--- src/rtl/sample_tick_scheduler.sv ---
// Frame sequencer: emits N_SAMPLES registered strobes with period div_cfg+1, then holds frame_done
// until ack. Optional macro SCHED_AUTORUN_EN adds an autorun input that chains frames on ack.
module sample_tick_scheduler #(
   parameter int unsigned N_SAMPLES = 8,
   parameter int unsigned DIV_W     = 16,
   parameter int unsigned IDX_W     = $clog2(N_SAMPLES)
) (
   input  logic             clk,
   input  logic             reset,
   input  logic             start,
   input  logic             abort,
   input  logic [DIV_W-1:0] div_cfg,
   input  logic             ack,
`ifdef SCHED_AUTORUN_EN
   input  logic             autorun,
`endif
   output logic             sample_en,
   output logic [IDX_W-1:0] sample_idx,
   output logic             busy,
   output logic             frame_done
);

   typedef enum logic [1:0] {StIdle, StRun, StDone} state_e;

   state_e           state_q, state_d;
   logic [DIV_W-1:0] cnt_q, cnt_d;
   logic [DIV_W-1:0] div_q, div_d;
   logic [IDX_W-1:0] nxt_q, nxt_d;
   logic [IDX_W-1:0] idx_q, idx_d;
   logic             en_q, en_d;
   logic             busy_q, busy_d;
   logic             done_q, done_d;
   logic             tick;
   logic             last;
   logic             rerun;

`ifdef SCHED_AUTORUN_EN
   assign rerun = autorun;
`else
   assign rerun = 1'b0;
`endif

   assign tick = (cnt_q == div_q);
   // nxt_q is the index the next strobe will carry
   assign last = (nxt_q == IDX_W'(N_SAMPLES - 1));

   always_ff @(posedge clk or posedge reset) begin
      if (reset) begin
         state_q <= StIdle;
      end else begin
         state_q <= state_d;
      end
   end

   always_comb begin
      state_d = state_q;
      unique case (state_q)
         StIdle: begin
            if (start) state_d = StRun;
         end
         StRun: begin
            if (abort)             state_d = StIdle;
            else if (tick && last) state_d = StDone;
         end
         StDone: begin
            if (abort)    state_d = StIdle;
            else if (ack) state_d = rerun ? StRun : StIdle;
         end
         default: state_d = StIdle;
      endcase
   end

   always_comb begin
      cnt_d  = cnt_q;
      div_d  = div_q;
      nxt_d  = nxt_q;
      idx_d  = idx_q;
      en_d   = 1'b0;
      busy_d = busy_q;
      done_d = done_q;
      unique case (state_q)
         StIdle: begin
            if (start) begin
               div_d  = div_cfg;
               cnt_d  = '0;
               nxt_d  = '0;
               idx_d  = '0;
               busy_d = 1'b1;
            end
         end
         StRun: begin
            if (abort) begin
               cnt_d  = '0;
               busy_d = 1'b0;
               done_d = 1'b0;
            end else if (tick) begin
               cnt_d = '0;
               en_d  = 1'b1;
               idx_d = nxt_q;
               nxt_d = last ? '0 : nxt_q + 1'b1;
               if (last) done_d = 1'b1;
            end else begin
               cnt_d = cnt_q + 1'b1;
            end
         end
         StDone: begin
            if (abort) begin
               cnt_d  = '0;
               busy_d = 1'b0;
               done_d = 1'b0;
            end else if (ack) begin
               done_d = 1'b0;
               if (rerun) begin
                  div_d = div_cfg;
                  cnt_d = '0;
                  nxt_d = '0;
                  idx_d = '0;
               end else begin
                  busy_d = 1'b0;
               end
            end
         end
         default: begin
            busy_d = 1'b0;
            done_d = 1'b0;
         end
      endcase
   end

   always_ff @(posedge clk or posedge reset) begin
      if (reset) begin
         cnt_q  <= '0;
         div_q  <= '0;
         nxt_q  <= '0;
         idx_q  <= '0;
         en_q   <= 1'b0;
         busy_q <= 1'b0;
         done_q <= 1'b0;
      end else begin
         cnt_q  <= cnt_d;
         div_q  <= div_d;
         nxt_q  <= nxt_d;
         idx_q  <= idx_d;
         en_q   <= en_d;
         busy_q <= busy_d;
         done_q <= done_d;
      end
   end

   assign sample_en  = en_q;
   assign sample_idx = idx_q;
   assign busy       = busy_q;
   assign frame_done = done_q;

endmodule

--- config.mk ---
export PLATFORM = sky130hd
export DESIGN_NAME = sample_tick_scheduler
export DESIGN_NICKNAME = d
export VERILOG_FILES = /design/src/rtl/sample_tick_scheduler.sv
export SDC_FILE = /design/constraint.sdc
export NUM_CORES = 1
export LEC_CHECK = 0
export BUFFER_PORTS_ARGS = -buffer_cell sky130_fd_sc_hd__buf_2
export CAP_MARGIN = 5
export CELL_PAD_IN_SITES_DETAIL_PLACEMENT = 0
export CELL_PAD_IN_SITES_GLOBAL_PLACEMENT = 1
export CORE_MARGIN = 3
export CORE_UTILIZATION = 50
export DETAILED_ROUTE_END_ITERATION = 10
export HOLD_SLACK_MARGIN = 0.12
export PLACE_DENSITY_LB_ADDON = 0.2
export SKIP_CTS_REPAIR_TIMING = 1
export SLEW_MARGIN = 10
export SYNTH_ARGS = -nofsm -noshare
export SYNTH_HDL_FRONTEND = slang
export SYNTH_SLANG_ARGS = --single-unit
--- constraint.sdc ---
create_clock -name clk -period 3.3 [get_ports clk]
set_input_delay 0.165 -clock clk [delete_from_list [all_inputs] [get_ports clk]]
set_output_delay 0.165 -clock clk [all_outputs]
set_load 0.01 [all_outputs]
==> run summary, run 1 <==
Clock transition at path regs: 0.08 ns
Max-Cap Viols: 0
RSZ-0062 raised after global routing: no
synth warn: 0
clock tree root buffer cell: clkbuf_8
Die H: 71.7 um
met3 Use GR: 4.07%
Post-synth ARST share: 100%
Fin Setup TNS: 0 ns
First DRT Iteration DRCs: 101
Post-Place Setup Slack: 1.13 ns
met2 Use GR: 28.5%
Reg2Reg Capture Point: cnt_q[9]$_DFFE_PP0P_
largest net degree at the start of global routing: 23
Synth top area share: 49.8%
htree depth: 2
total congestion overflow: 0
clock buffer depth: 2
Layout Utilization: 64.7%
Crit path largest cell delay: 0.68 ns
share of post-route cells with drive strength above 1: 34.2%
Yosys reg bits: 43
Worst Hold Launch: ack
Distinct cells, synth: 39
final worst slack: 1.18 ns
Mapped Avg Cell Area: 12.4 um^2
starting density of the core: 52.8%
hpwl dp: 2940 um
Final Max Slew Viols: 0
Routed wire per std cell: 14.8 um
WS Path Type: register to register
final hold violation count: 0
Seq/Total Area, Yosys: 49.8%
post-route ant nets: 0
total wire length: 4030 um
io pins: 27
number of diodes: 0
CP max FO: 13
Final nets: 245
clock sink total: 43
crit-path cells: xor2_1 > nor4_4 > nand4_4 > a21oi_2 > nor2_1
gpl congestion: 0.842
reg-to-reg slack, setup: 1.18 ns
gr usage total: 17.2%
CP required: 3.44 ns
Site Rows: 23
synthesized area: 2160 um^2
hold crit path type: input port to register
power per cell area: 499 nW/um^2
fin crit share: 64.2%
P_leak: 1.21 nW
depth of the worst register-to-register path: 5
min Tclk post-route: 2.12 ns
area leader, netlist: dfrtp_1
status: completed
post-synthesis instance total: 174
gr busiest metal: met2
Port Buffers: 26
slew at the pin with the worst max-slew slack: 0.871 ns
Clock Skew: 0.00563 ns
first-pass GRT wire length: 6920 um
DRC viols: 0
Top FF cell, synth: dfrtp_1
Commonest cells post-synth: dfrtp_1 (43), xor2_1 (23), mux2_2 (17)
die width: 71.7 um
Vias: 1423
crit path DAT: 2.26 ns
initial antenna violation count: 0
Syn Nets: 198
Placed Area: 2340 um^2
Finished Cell Area: 2650 um^2
CP Launch Type: register
1st-pass router iterations: 4
Peak VDD IR: 0.252 mV
vias in the first global route: 1457
final number of setup-violating endpoints: 0
Critical Path End Type: register
CP max stage cell: a21oi_2
synth top area cells: dfrtp_1 (50%), xor2_1 (9.3%), mux2_2 (8.9%)
core footprint: 4090 um^2
cts bufs inserted: 5
Relative slew margins: 41.9%
worst hold margin: 0.145 ns
TritonCTS clock tree: built
Setup crit end: cnt_q[9]$_DFFE_PP0P_
Die ar.: 5140 um^2
number of fill cells: 331
number of synthesized flops with an enable pin: 0
most common cell in the netlist: dfrtp_1
P&R area growth vs syn: 22.5%
Achievable Freq: 472 MHz
worst r2r src: cnt_q[4]$_DFFE_PP0P_
CP startpoint: cnt_q[4]$_DFFE_PP0P_
GR Util met1: 22.5%
clk_lat worst skew: 0.29 ns
DR vias/cell: 5.23
==> registers in the layout, indices dropped and copies added, names as in the netlist <==
register	cells
nxt_q	3
state_q	2
busy	1
frame_done	1
div_q	16
sample_idx	3
sample_en	1
cnt_q	16
==> kinds of logic after synthesis <==
kind of cell / synth area share, %
simple gates: 18.6
flops: 49.8
xor+xnor: 11.8
compound gates: 7.30
mux: 8.86
buf+inv: 1.91
fa+ha+maj: 1.74
==> per-stage QoR <==
stage | std cells | power (mW)
after floorplan | 174 | 0.794
after global placement | 247 | 0.835
after detailed placement | 247 | 0.843
final | 272 | 1.32
after global routing | 272 | 1.39
after CTS | 255 | 1.32
==> how the worst min path moves through the flow <==
stage,to,depth (start not counted)
CTS,div_q[14]$_DFFE_PP0P_,2
floorplan,div_q[0]$_DFFE_PP0P_,1
finish,state_q[1]$_DFFE_PP0P_,3
detailed placement,busy$_DFFE_PP0P_,2
global route,state_q[1]$_DFFE_PP0P_,3
global placement,busy$_DFFE_PP0P_,2
==> final cells by class <==
| cell class | count | area [um^2] | area share [%] |
|---|---|---|---|
| Inverter | 3 | 11.3 | 0.426 |
| Clock inverter | 2 | 60.1 | 2.27 |
| Timing Repair Buffer | 45 | 315 | 11.9 |
| Tap cell | 50 | 62.6 | 2.37 |
| Multi-Input combinational cell | 123 | 1050 | 39.6 |
| Sequential cell | 43 | 1080 | 40.7 |
| Clock buffer | 6 | 72.6 | 2.74 |
==> per-layer routing <==
| layer | wire length [um] | part of all wire (%) | vias up |
|---|---|---|---|
| li1 | - | - | 697 |
| met1 | 1880 | 47 | 693 |
| met2 | 1950 | 49 | 27 |
| met3 | 138 | 3.4 | 6 |
| met4 | 47 | 1.2 | 0 |
| met5 | 0 | 0 | - |
==> cell usage in the layout (no fill, tap or decap), types with 5 or more instances in the layout <==
cell           count
dfrtp_1           43
dlygate4sd3_1     17
a22o_1             7
nor2_1             8
nand2_1            7
nand3_1            5
clkbuf_8           5
xor2_1            23
buf_2             26
mux2_2            17
xnor2_1            6
nor2_2            10
==> worst max-delay path, delay by kind of cell (launching register included) <==
family	cells	cell delay [ns]
compound gates	1	0.68
xor+xnor	1	0.20
flops	1	0.43
simple gates	3	0.65
==> power by group <==
group | leakage [nW] | internal, mW | switching (mW) | total [mW]
Sequential | 0.557 | 0.579 | 0.0434 | 0.623
Clock | 0.0654 | 0.302 | 0.173 | 0.475
Combinational | 0.586 | 0.110 | 0.112 | 0.222
No activity file was read; power rests on OpenSTA's default activity.
==> run 2: changes to the inputs <==
Settings changed: CORE_UTILIZATION 50 to 42.
Clock period 3.3 ns to 1.88 ns, I/O delays scaled along.
==> run summary, run 2 (synthesized netlist as in run 1, its figures left out) <==
DRC viols: 0 (unchanged)
Die ar.: 6040 um^2 (was 5140 um^2)
Multi-input gate area: 1050 um^2 (unchanged)
post-route ant nets: 0 (unchanged)
Final Max Slew Viols: 0 (unchanged)
min Tclk post-route: 1.77 ns (was 2.12 ns)
starting density of the core: 44.5% (was 52.8%)
clock tree root buffer cell: clkbuf_8 (unchanged)
initial antenna violation count: 0 (unchanged)
Critical Path End Type: register (unchanged)
Die H: 77.7 um (was 71.7 um)
Placed Area: 2400 um^2 (was 2340 um^2)
most common cell after layout, fill and taps aside: dfrtp_1 (unchanged)
TritonCTS clock tree: built (unchanged)
die width: 77.7 um (was 71.7 um)
Vias: 1424 (was 1423)
hold crit path type: input port to register (unchanged)
Layout Utilization: 55.6% (was 64.7%)
number of fill cells: 428 (was 331)
P&R area growth vs syn: 24.9% (was 22.5%)
Final nets: 249 (was 245)
final number of setup-violating endpoints: 0 (unchanged)
io pins: 27 (unchanged)
gpl congestion: 0.803 (was 0.842)
depth of the worst register-to-register path: 5 (unchanged)
Relative slew margins: 64.2% (was 41.9%)
status: completed (unchanged)
cts bufs inserted: 5 (unchanged)
Site Rows: 25 (was 23)
Max-Cap Viols: 0 (unchanged)
CP startpoint: cnt_q[2]$_DFFE_PP0P_ (was cnt_q[4]$_DFFE_PP0P_)
WS Path Type: register to register (unchanged)
vias in the first global route: 1471 (was 1457)
total wire length: 4090 um (was 4030 um)
P_leak: 1.23 nW (was 1.21 nW)
RSZ-0062 raised after global routing: no (unchanged)
CP Launch Type: register (unchanged)
Crit path largest cell delay: 0.45 ns (was 0.68 ns)
power per cell area: 835 nW/um^2 (was 499 nW/um^2)
final hold violation count: 0 (unchanged)
Clock Skew: 0.00913 ns (was 0.00563 ns)
share of post-route cells with drive strength above 1: 35.4% (was 34.2%)
clock buffer depth: 2 (unchanged)
Reg2Reg Capture Point: cnt_q[0]$_DFFE_PP0P_ (was cnt_q[9]$_DFFE_PP0P_)
CP max FO: 7 (was 13)
fin crit share: 94.1% (was 64.2%)
Finished Cell Area: 2700 um^2 (was 2650 um^2)
slew at the pin with the worst max-slew slack: 0.537 ns (was 0.871 ns)
Fin Setup TNS: 0 ns (unchanged)
Post-Place Setup Slack: 0.0975 ns (was 1.13 ns)
htree depth: 2 (unchanged)
First DRT Iteration DRCs: 55 (was 101)
DR vias/cell: 4.86 (was 5.23)
largest net degree at the start of global routing: 44 (was 23)
Port Buffers: 26 (unchanged)
reg-to-reg slack, setup: 0.11 ns (was 1.18 ns)
Achievable Freq: 565 MHz (was 472 MHz)
clk_lat worst skew: 0.29 ns (about the same)
1st-pass router iterations: 4 (unchanged)
CP required: 2.07 ns (was 3.44 ns)
CP max stage cell: dfrtp_1 (was a21oi_2)
number of diodes: 0 (unchanged)
first-pass GRT wire length: 6980 um (was 6920 um)
Routed wire per std cell: 14.0 um (was 14.8 um)
FF/Latch Area: 1080 um^2 (unchanged)
gr usage total: 14.7% (was 17.2%)
core footprint: 4850 um^2 (was 4090 um^2)
clock sink total: 43 (unchanged)
final worst slack: 0.111 ns (was 1.18 ns)
crit path DAT: 1.96 ns (was 2.26 ns)
hpwl dp: 2910 um (was 2940 um)
Clock transition at path regs: 0.08 ns (about the same)
crit-path cells: xor2_1 > nor4_4 > nand4_4 > and2_1 > mux2_2 (was xor2_1 > nor4_4 > nand4_4 > a21oi_2 > nor2_1)
worst r2r src: cnt_q[2]$_DFFE_PP0P_ (was cnt_q[4]$_DFFE_PP0P_)
total congestion overflow: 0 (unchanged)
Peak VDD IR: 0.397 mV (was 0.252 mV)
worst hold margin: 0.162 ns (was 0.145 ns)
largest registers: cnt_q: 16 flops, div_q: 16 flops (unchanged)
Setup crit end: cnt_q[0]$_DFFE_PP0P_ (was cnt_q[9]$_DFFE_PP0P_)
most frequent cells in the layout: dfrtp_1 (43), buf_2 (26), xor2_1 (23), dlygate4sd3_1 (18), mux2_2 (17) (was dfrtp_1 (43), buf_2 (26), xor2_1 (23), mux2_2 (17), dlygate4sd3_1 (17))
[run 2: critical path, delay by kind of cell, from the launching register on]
family | cells | cell delay [ns]
xor+xnor | 1 | 0.21
flops | 1 | 0.45
simple gates | 3 | 0.74
mux | 1 | 0.25
[run 2: worst min-delay path by stage]
stage | start | end | slack, ns | depth (start not counted)
2_1_floorplan | div_cfg[0] | div_q[0]$_DFFE_PP0P_ | 0.25 | 1
3_3_place_gp | reset | div_q[14]$_DFFE_PP0P_ | 0.25 | 3
3_5_place_dp | reset | div_q[15]$_DFFE_PP0P_ | 0.27 | 3
4_1_cts | reset | state_q[1]$_DFFE_PP0P_ | -0.06 | 3
5_1_grt | abort | state_q[1]$_DFFE_PP0P_ | 0.18 | 3
6_report | abort | state_q[1]$_DFFE_PP0P_ | 0.16 | 3
[run 2: stage by stage]
step                      total power, mW  instances
final                                2.25        293
after floorplan                      1.39        174
after CTS                            2.26        275
after global routing                 2.38        293
after detailed placement             1.51        267
after global placement               1.49        267
[run 2: layout make-up]
type | count | share of cell area [%]
clock buffers | 6 | 3.06
multi-input cells | 123 | 38.8
flip-flops and latches | 43 | 39.9
well taps | 67 | 3.11
inverters | 3 | 0.418
clock inverters | 2 | 1.30
repair buffers | 49 | 13.4
[run 2: layer usage]
metal  share of wire (%)  track usage (%)
met1                  46             19.7
met4                0.37             4.98
met3                 2.8             3.83
met2                  50             23.0
met5                   0                0
[run 2: where the power goes]
part           total, mW  internal [mW]  switching (mW)
combinational      0.414          0.212           0.202
sequential          1.09           1.02          0.0756
clock              0.746          0.430           0.316
total               2.25           1.66           0.594
